### config.mk
export PLATFORM = sky130hd
export DESIGN_NAME = alu_issue_scheduler_flat
export DESIGN_NICKNAME = d
export VERILOG_FILES = /design/src/rtl/rv32i_types.sv /design/src/rtl/alu_issue_scheduler_if.sv /design/src/rtl/rr_picker.sv /design/src/rtl/alu_issue_scheduler.sv /design/src/flat_wrapper.sv
export SDC_FILE = /design/constraint.sdc
export NUM_CORES = 1
export LEC_CHECK = 0
export CAP_MARGIN = 15
export CORE_UTILIZATION = 35
export CTS_CLUSTER_DIAMETER = 30
export CTS_CLUSTER_SIZE = 28
export DETAILED_ROUTE_END_ITERATION = 8
export SLEW_MARGIN = 20
export SYNTH_ARGS = -nofsm -noshare
export SYNTH_HDL_FRONTEND = slang
export SYNTH_SLANG_ARGS = --single-unit
### constraint.sdc
create_clock -name clk -period 5.9 [get_ports clk]
set_input_delay 0.59 -clock clk [delete_from_list [all_inputs] [get_ports clk]]
set_output_delay 0.59 -clock clk [all_outputs]
set_load 0.1 [all_outputs]
### src/rtl/rv32i_types.sv
// Shared core types: issue-port record and default scheduler sizing.
// Sizing constants match the default alu_issue_scheduler build.
package rv32i_types;
  localparam int RS_SIZE_DEF = 8;
  localparam int ALU_PORTS   = 2;
  localparam int RS_IDX_W    = $clog2(RS_SIZE_DEF);

  typedef struct packed {
    logic                valid;
    logic [RS_IDX_W-1:0] idx;
  } issue_port_t;
endpackage

### src/rtl/alu_issue_scheduler_if.sv
// RS/ALU side signal bundle of the ALU issue scheduler.
// The scheduler uses the master modport; the RS/ALU environment uses slave.
interface alu_issue_scheduler_if #(
  parameter int RS_SIZE = 8,
  parameter int NUM_ALU = 2,
  parameter int IDX_W   = $clog2(RS_SIZE)
);
  logic                             flush;
  logic [RS_SIZE-1:0]               rs_ready;
  logic [RS_SIZE-1:0]               done_mask;
  logic [NUM_ALU-1:0]               alu_ready;
  logic [NUM_ALU-1:0]               issue_valid;
  logic [NUM_ALU-1:0][IDX_W-1:0]    issue_idx;
  logic [RS_SIZE-1:0]               inflight;

  modport master (
    input  flush, rs_ready, done_mask, alu_ready,
    output issue_valid, issue_idx, inflight
  );

  modport slave (
    output flush, rs_ready, done_mask, alu_ready,
    input  issue_valid, issue_idx, inflight
  );
endinterface

### src/rtl/rr_picker.sv
// Circular priority encoder: first set request bit at or after start.
module rr_picker #(
  parameter int N = 8,
  parameter int W = $clog2(N)
) (
  input  logic [N-1:0] req,
  input  logic [W-1:0] start,
  output logic         found,
  output logic [W-1:0] idx
);
  logic [W-1:0] pos;

  // N is a power of two, so the W-bit add wraps the scan circularly.
  always_comb begin
    found = 1'b0;
    idx   = '0;
    pos   = '0;
    for (int k = 0; k < N; k++) begin
      pos = start + W'(k);
      if (!found && req[pos]) begin
        found = 1'b1;
        idx   = pos;
      end
    end
  end
endmodule

### src/rtl/alu_issue_scheduler.sv
// Round-robin issue of ready RS entries onto NUM_ALU valid/ready ports.
// Optional stats counters are enabled with ALU_ISSUE_SCHED_STATS_EN.
module alu_issue_scheduler
  import rv32i_types::*;
#(
  parameter int RS_SIZE = RS_SIZE_DEF,
  parameter int NUM_ALU = ALU_PORTS,
  parameter int IDX_W   = $clog2(RS_SIZE)
) (
  input  logic clk,
  input  logic rst,
  alu_issue_scheduler_if.master bus
`ifdef ALU_ISSUE_SCHED_STATS_EN
  ,
  output logic [31:0] stat_issues,
  output logic [31:0] stat_stalls
`endif
);
  logic [IDX_W-1:0]              rr_ptr, rr_d;
  logic [RS_SIZE-1:0]            inflight_q, grant_mask;
  logic [NUM_ALU-1:0]            valid_q, free, found, grant;
  logic [NUM_ALU-1:0][IDX_W-1:0] idx_q, pick;
  logic [NUM_ALU:0][RS_SIZE-1:0] req;

  assign req[0] = bus.rs_ready & ~inflight_q & ~bus.done_mask;

  // Each port sees the candidates left over by lower-numbered ports.
  for (genvar p = 0; p < NUM_ALU; p++) begin : g_port
    rr_picker #(.N(RS_SIZE), .W(IDX_W)) u_pick (
      .req   (req[p]),
      .start (rr_ptr),
      .found (found[p]),
      .idx   (pick[p])
    );
    assign free[p]    = !valid_q[p] || bus.alu_ready[p];
    assign grant[p]   = free[p] && found[p];
    assign req[p+1]   = grant[p] ? (req[p] & ~(RS_SIZE'(1) << pick[p])) : req[p];
  end

  always_comb begin
    grant_mask = '0;
    rr_d       = rr_ptr;
    for (int p = 0; p < NUM_ALU; p++) begin
      if (grant[p]) begin
        grant_mask[pick[p]] = 1'b1;
        rr_d                = pick[p] + IDX_W'(1);
      end
    end
  end

  always_ff @(posedge clk or posedge rst) begin
    if (rst) begin
      valid_q    <= '0;
      idx_q      <= '0;
      inflight_q <= '0;
      rr_ptr     <= '0;
    end else if (bus.flush) begin
      valid_q    <= '0;
      inflight_q <= '0;
      rr_ptr     <= '0;
    end else begin
      inflight_q <= (inflight_q & ~bus.done_mask) | grant_mask;
      rr_ptr     <= rr_d;
      for (int p = 0; p < NUM_ALU; p++) begin
        if (free[p]) begin
          valid_q[p] <= grant[p];
          if (grant[p]) idx_q[p] <= pick[p];
        end
      end
    end
  end

  assign bus.issue_valid = valid_q;
  assign bus.issue_idx   = idx_q;
  assign bus.inflight    = inflight_q;

`ifdef ALU_ISSUE_SCHED_STATS_EN
  logic [31:0] hs_cnt;
  logic [32:0] issues_sum;
  logic        any_stall;

  always_comb begin
    hs_cnt = '0;
    for (int p = 0; p < NUM_ALU; p++) hs_cnt = hs_cnt + 32'(valid_q[p] && bus.alu_ready[p]);
  end
  assign issues_sum = {1'b0, stat_issues} + {1'b0, hs_cnt};
  assign any_stall  = |(valid_q & ~bus.alu_ready);

  always_ff @(posedge clk or posedge rst) begin
    if (rst) begin
      stat_issues <= '0;
      stat_stalls <= '0;
    end else if (bus.flush) begin
      stat_issues <= '0;
      stat_stalls <= '0;
    end else begin
      stat_issues <= issues_sum[32] ? '1 : issues_sum[31:0];
      if (any_stall && stat_stalls != '1) stat_stalls <= stat_stalls + 32'd1;
    end
  end
`endif
endmodule

### src/flat_wrapper.sv
// flat-port wrapper written by rule: the top's interface ports become plain ports
module alu_issue_scheduler_flat import rv32i_types::*;
#(
  parameter int RS_SIZE = RS_SIZE_DEF,
  parameter int NUM_ALU = ALU_PORTS,
  parameter int IDX_W   = $clog2(RS_SIZE)
)
  (clk, rst, bus_flush, bus_rs_ready, bus_done_mask, bus_alu_ready, bus_issue_valid, bus_issue_idx, bus_inflight);
  alu_issue_scheduler_if #(.RS_SIZE(RS_SIZE), .NUM_ALU(NUM_ALU), .IDX_W(IDX_W)) bus_i ();
  input  logic clk;
  input  logic rst;
  input wire logic [$bits(bus_i.flush)-1:0] bus_flush;
  input wire logic [$bits(bus_i.rs_ready)-1:0] bus_rs_ready;
  input wire logic [$bits(bus_i.done_mask)-1:0] bus_done_mask;
  input wire logic [$bits(bus_i.alu_ready)-1:0] bus_alu_ready;
  output wire logic [$bits(bus_i.issue_valid)-1:0] bus_issue_valid;
  output wire logic [$bits(bus_i.issue_idx)-1:0] bus_issue_idx;
  output wire logic [$bits(bus_i.inflight)-1:0] bus_inflight;
  assign bus_i.flush = bus_flush;
  assign bus_i.rs_ready = bus_rs_ready;
  assign bus_i.done_mask = bus_done_mask;
  assign bus_i.alu_ready = bus_alu_ready;
  assign bus_issue_valid = bus_i.issue_valid;
  assign bus_issue_idx = bus_i.issue_idx;
  assign bus_inflight = bus_i.inflight;
  alu_issue_scheduler #(.RS_SIZE(RS_SIZE), .NUM_ALU(NUM_ALU), .IDX_W(IDX_W)) u_core (.clk(clk), .rst(rst), .bus(bus_i));
endmodule
# Word level (Yosys, flattened, before mapping)
# Index checks and enable logic that the tools add are counted.
[word_totals] rom_bits=0 latchBits=0 regBits=19 mem_bits_rw=0 out_inout_bits=16 elab_cells=157 n_memories=0 input_bits=21
[classes] n_shift=1 n_eq_ne=0 n_lt_le_gt_ge=12 reduce_logical=41 div_mod_pow=0 bitwise_logic=10 mux=78 mul=0 add_sub_neg=9
[ops] cell="$mux W3" count=19
[ops] cell="$bmux W1 S3" count=16
[ops] cell="$lt A3 B4 Y1 const B" count=10
[ops] cell="$mux W1" count=36
[ops] cell="$and A8 B8 Y8" count=4
[ops] cell="$mux W8" count=4
[ops] cell="$not A8 Y8" count=3
[ops] cell="$logic_and A1 B1 Y1" count=18
[ops] cell="$logic_not A1 Y1" count=16
[ops] cell="$or A8 B8 Y8" count=2
[ops] cell="$add A3 B3 Y3 const B" count=4
[ops] cell="$add A3 B1 Y3 const B" count=3
[ops] cell="$shl A1 B3 Y8 const A" count=1
[ops] cell="$add A3 B2 Y3 const B" count=2
[ops] cell="$demux W1 S3" count=2
[ops] cell="$ge A3 B1 Y1 const B" count=2
[ops] cell="$reduce_and A3 Y1" count=2
[ops] cell="$reduce_bool A2 Y1" count=2
[ops] cell="$reduce_bool A3 Y1" count=1
[ops] cell="$logic_or A1 B1 Y1" count=2
[ops] cell="$mux W2" count=1
[ops] cell="$not A1 Y1" count=1

# Depth between registers and ports, before layout
[logic_depth] ltp_word=63 mapped_depth=27 depth_no_buf=22

# Hierarchy
# A second synthesis with hierarchy kept.
[hier_totals] cells_unflattened=359 area_unflattened_um2=3285.7
[modules_own_cells] module="rr_picker" cells_each=121 area_each_um2=1081.0 n_inst=2
[modules_own_cells] module="alu_issue_scheduler" cells_each=117 area_each_um2=1123.6 n_inst=1

# Worst setup path before layout
# OpenSTA, ideal clock, no wires.
[synth_path] path_kind="register to register" start="register u_core.rr_ptr[0]" end="register u_core.rr_ptr[2]" t_arrival_ns=6.057 path_stages_with_launch=24 n_path_buf=4 required_ns=5.773 slack_ns=-0.284 cell_sequence="dfrtp_1 -> inv_2 -> buf_1 -> clkbuf_1 -> ha_1 -> buf_2 -> or4b_1 -> a21boi_1 -> mux4_2 -> nor2_1 -> a2111oi_4 -> a211o_4 -> buf_8 -> mux2i_1 -> a21oi_2 -> nor3_1 -> or4_4 -> a22o_1 -> o31ai_4 -> mux2i_1 -> ha_1 -> a221oi_1 -> a21o_1 -> a21oi_1"
[synth_via] elab_chain_len=55 elab_cells_between_ends=111
[synth_lines] item="start: declaration" line="alu_issue_scheduler.sv:19" source="logic [IDX_W-1:0] rr_ptr, rr_d;"
[synth_lines] item="start signal: assignment" line="alu_issue_scheduler.sv:63" source="rr_ptr <= rr_d;"
[synth_lines] item="branches (longest 55 deep; another with $add A3 B1 Y3)"
# Several ways; the timed one is not identified. The select of a mux whose other input is x is not followed.
# A chain may end at the register's enable or synchronous reset.

# Worst setup path after layout
[layout_path] start="input bus_done_mask[5]" end="register u_core.rr_ptr[2]"
[layout_via] elab_chain_len=57 elab_cells_between_ends=106
[layout_lines] item="start: declaration" line="flat_wrapper.sv:14" source="input wire logic [$bits(bus_i.done_mask)-1:0] bus_done_mask;"
[layout_lines] item="$not A8 Y8 (*)" line="alu_issue_scheduler.sv:25" source="assign req[0] = bus.rs_ready & ~inflight_q & ~bus.done_mask;"
[layout_lines] item="$and A8 B8 Y8 (*)" line="alu_issue_scheduler.sv:25"
[layout_lines] item="$bmux W1 S3" line="rr_picker.sv:20" source="if (!found && req[pos]) begin"
[layout_lines] item="$mux W1 (implied by the code)" line="rr_picker.sv:20"
[layout_lines] item="$mux W1" line="rr_picker.sv:20"
[layout_lines] item="$logic_not A1 Y1" line="rr_picker.sv:20"
[layout_lines] item="$logic_and A1 B1 Y1" line="rr_picker.sv:20"
[layout_lines] item="$mux W1" line="rr_picker.sv:20"
[layout_lines] item="[41 not listed]"
[layout_lines] item="$logic_and A1 B1 Y1" line="rr_picker.sv:20"
[layout_lines] item="$mux W1" line="rr_picker.sv:20"
[layout_lines] item="$logic_not A1 Y1" line="rr_picker.sv:20"
[layout_lines] item="$logic_and A1 B1 Y1" line="rr_picker.sv:20"
[layout_lines] item="$mux W3 / $mux W1 (equally long branches)" line="rr_picker.sv:20"
[layout_lines] item="$add A3 B1 Y3 / $logic_and A1 B1 Y1 (equally long branches)" line="alu_issue_scheduler.sv:46, alu_issue_scheduler.sv:36"
[layout_lines] item="$mux W3" line="alu_issue_scheduler.sv:44" source="if (grant[p]) begin"
[layout_lines] item="$mux W3" line="alu_issue_scheduler.sv:57" source="end else if (bus.flush) begin"
# Every way passes the cells marked *; elsewhere a longest branch is shown, timed or not. The select of a mux whose other input is x is not followed.

==> metrics.md <==
| Metric | Value |
|---|---|
| Vias | 3912 |
| Worst-margin pin slew | 0.9841 ns |
| EDFF count, synth | 0 |
| Core area | 9684 um2 |
| Layout Cells excl Fill | 624 |
| GRT Total Usage | 25.05% |
| Hpwl dp | 9662 um |
| Nets | 516 |
| Starting DRT DRC Count | 291 |
| Final hold violation count | 0 |
| Largest net degree at the start of global routing | 42 |
| RSZ-0062 raised after global routing | false |
| Die ar. | 10330 um2 |
| Top-count cell post-synth | nor2_1 |
| Syn Inst Count | 418 |
| Layout cells sized above 1 | 26.48% |
| Min cycle time layout | 5.656 ns |
| Arrival time at the worst endpoint | 5.81 ns |
| Top cell type's share of synthesized area | 13.68% |
| Setup Skew | 0.002588 ns |
| Die height | 101.7 um |
| CP max FO | 7 |
| Antenna-violating nets left | 0 |
| Status | completed |
| Vias in the first global route | 3775 |
| Vias/cell | 6.269 |
| Grt total ovfl | 0 |
| Initial Utilization | 35.89% |
| Ys async rst share | 100.0% |
| Synth warn | 0 |
| Die width | 101.7 um |
| Final setup violation count | 0 |
| Slew margin rel. | 34.18% |
| Root Driver | clkbuf_8 |
| Placement-stage worst setup slack | -0.06069 ns |
| Worst Hold Class | register to register |
| CTS Buf Count | 3 |
| Cell area after synthesis | 3476 um2 |
| Slowest stage delay, CP | 0.52 ns |
| Seq/Total Area, Yosys | 13.68% |
| Initial antenna violation count | 0 |
| Crit-path slowest cell | clkdlybuf4s50_1 |
| Htree depth | 1 |
| Final WL | 12540 um |
| Slew Viols, Final | 0 |
| Mean Syn Cell Area | 8.315 um2 |
| Placer Congestion | 0.9258 |
| Residual DRC | 0 |
| Synth Register Bits | 19 |
| First-pass GRT wire length | 20060 um |
| Period utilization | 95.87% |
| # Max-Cap Violations | 0 |
| # rows | 36 |
| # placed instances | 619 |
| Wire per inst | 20.10 um |
| Clk sinks | 19 |
| Worst path required time | 6.05 ns |
| Final worst slack | 0.2436 ns |
| Diode count | 0 |
| Clk slew on worst S/H paths | 0.08 ns |
| CTS tree | built |
| Synth area leader | dfrtp_1 |
| Area grow syn2layout | 27.57% |
| Clock latency on the worst-skew pair | 0.26 ns |
| Crit path capture type | register |
| IO Port Bufs | 36 |
| Commonest cells post-synth | nor2_1 (32), mux2i_1 (31), nand2_1 (30) |
| WS Path Type | input port to register |
| Syn nets | 442 |
| Critical Path Most Common Cell | a21o_1 |
| WP buf/inv | 3 |
| Worst-case clock buffer depth | 2 |
| Largest cells by area after synthesis | dfrtp_1 (14%), mux4_2 (9.1%), mux2i_1 (8.9%), nor2_1 (3.5%), nand2_1 (3.2%) |
| Cell variety after synth | 89 |
| Max Freq | 176.8 MHz |
| Drt pass-1 iters | 5 |
| Synth Flop Type | dfrtp_1 |
| CP top delay family | compound AO/OA/AOI/OAI gates |
| Critical path cell sequence | clkdlybuf4s50_1 -> or3b_4 -> mux4_2 -> mux2_4 -> a21o_1 -> a2111oi_4 -> a211o_4 -> buf_4 -> mux2i_2 -> a21o_1 -> o22ai_1 -> buf_4 -> o31a_1 -> o21ai_0 -> o2111ai_1 -> o21a_1 -> nand2_1 -> o21ai_0 -> ha_1 -> a221oi_1 -> a21o_1 -> a21oi_1 |
| I/O Pins | 37 |
| Worst Setup Start Kind | input port |
| Final hold slack | 0.4834 ns |
[flip-flops by register name, summed over array words and instances, names as in the netlist]
name and count:
u_core.bus.issue_valid 2, u_core.rr_ptr 3, u_core.bus.issue_idx 6, u_core.bus.inflight 8
[cell usage in the layout, fill, tap and decap left out, types with 7 or more instances in the layout]
cell type,Yosys,layout
a21o_1,9,9
nor3_1,14,14
o22ai_1,11,11
nand3_1,12,12
mux4_2,14,14
nand2b_1,13,13
nor2_1,32,31
o21ai_0,17,17
inv_1,10,10
a31oi_1,7,7
a21oi_1,10,10
clkdlybuf4s50_1,0,36
dfrtp_1,19,19
buf_4,2,65
nand2_1,30,30
mux2i_1,31,30
nor3b_1,7,7
[cell families after synthesis]
group                    synth area share [%]
adder cells (fa/ha/maj)                 1.080
multiplexers                            20.05
flip-flops                              13.68
buffers and inverters                   6.191
AO/OA/AOI/OAI                           33.44
AND/OR/NAND/NOR                         24.08
XOR/XNOR                                1.476
[final cells by class]
type	instances	area, um2
fillers	968	5250
multi-input cells	351	2828
repair buffers	102	859.6
flip-flops and latches	19	475.5
well taps	133	166.4
inverters	15	56.30
clock buffers	3	41.29
clock inverters	1	7.507
[timing repair]
| item | CTS | global route |
|---|---|---|
| endpoints found under the setup margin | 0 | 7 |
| resized for setup | 0 | 11 |
| hold endpoints to repair | 0 | 0 |
| hold buffers | 0 | 0 |
| buffers inserted | 0 | 1 |
[worst paths after layout]
path / end / slack (ns) / depth (start not counted) / from
worst max-delay path: u_core.rr_ptr[2]$_DFFE_PP0P_ / 0.24 / 22 / bus_done_mask[5]
worst min-delay path: u_core.bus.issue_idx[2]$_DFFE_PP0P_ / 0.48 / 1 / u_core.bus.issue_idx[2]$_DFFE_PP0P_
worst max register to register: u_core.rr_ptr[2]$_DFFE_PP0P_ / 0.33 / 23 / u_core.rr_ptr[0]$_DFFE_PP0P_
worst min register to register: u_core.bus.issue_idx[2]$_DFFE_PP0P_ / 0.48 / 1 / u_core.bus.issue_idx[2]$_DFFE_PP0P_
max in group asynchronous: u_core.bus.issue_idx[0]$_DFFE_PP0P_ / 4.69 / 2 / rst
min in group asynchronous: u_core.bus.inflight[1]$_DFF_PP0_ / 0.74 / 2 / rst
[through the flow]
stage	utilization (%)	setup TNS (ns)	cell area, um2
2_1_floorplan	-	0	3481
3_3_place_gp	44.75	-0.005365	4334
3_5_place_dp	44.75	-0.06069	4334
4_1_cts	45.26	0	4383
5_1_grt	45.79	0	4434
6_report	45.79	0	4434
[layer usage]
metal	wire length (um)	vias to the layer above	global-route usage [%]
met5	0	-	0
met4	340	0	7.692
met3	893	29	3.244
met2	5841	183	40.28
met1	5468	1892	34.83
li1	-	1808	-
Power is left out: the tool's default activity adds up to more than one toggle a clock period on the data nets, which glitch-free logic cannot reach.
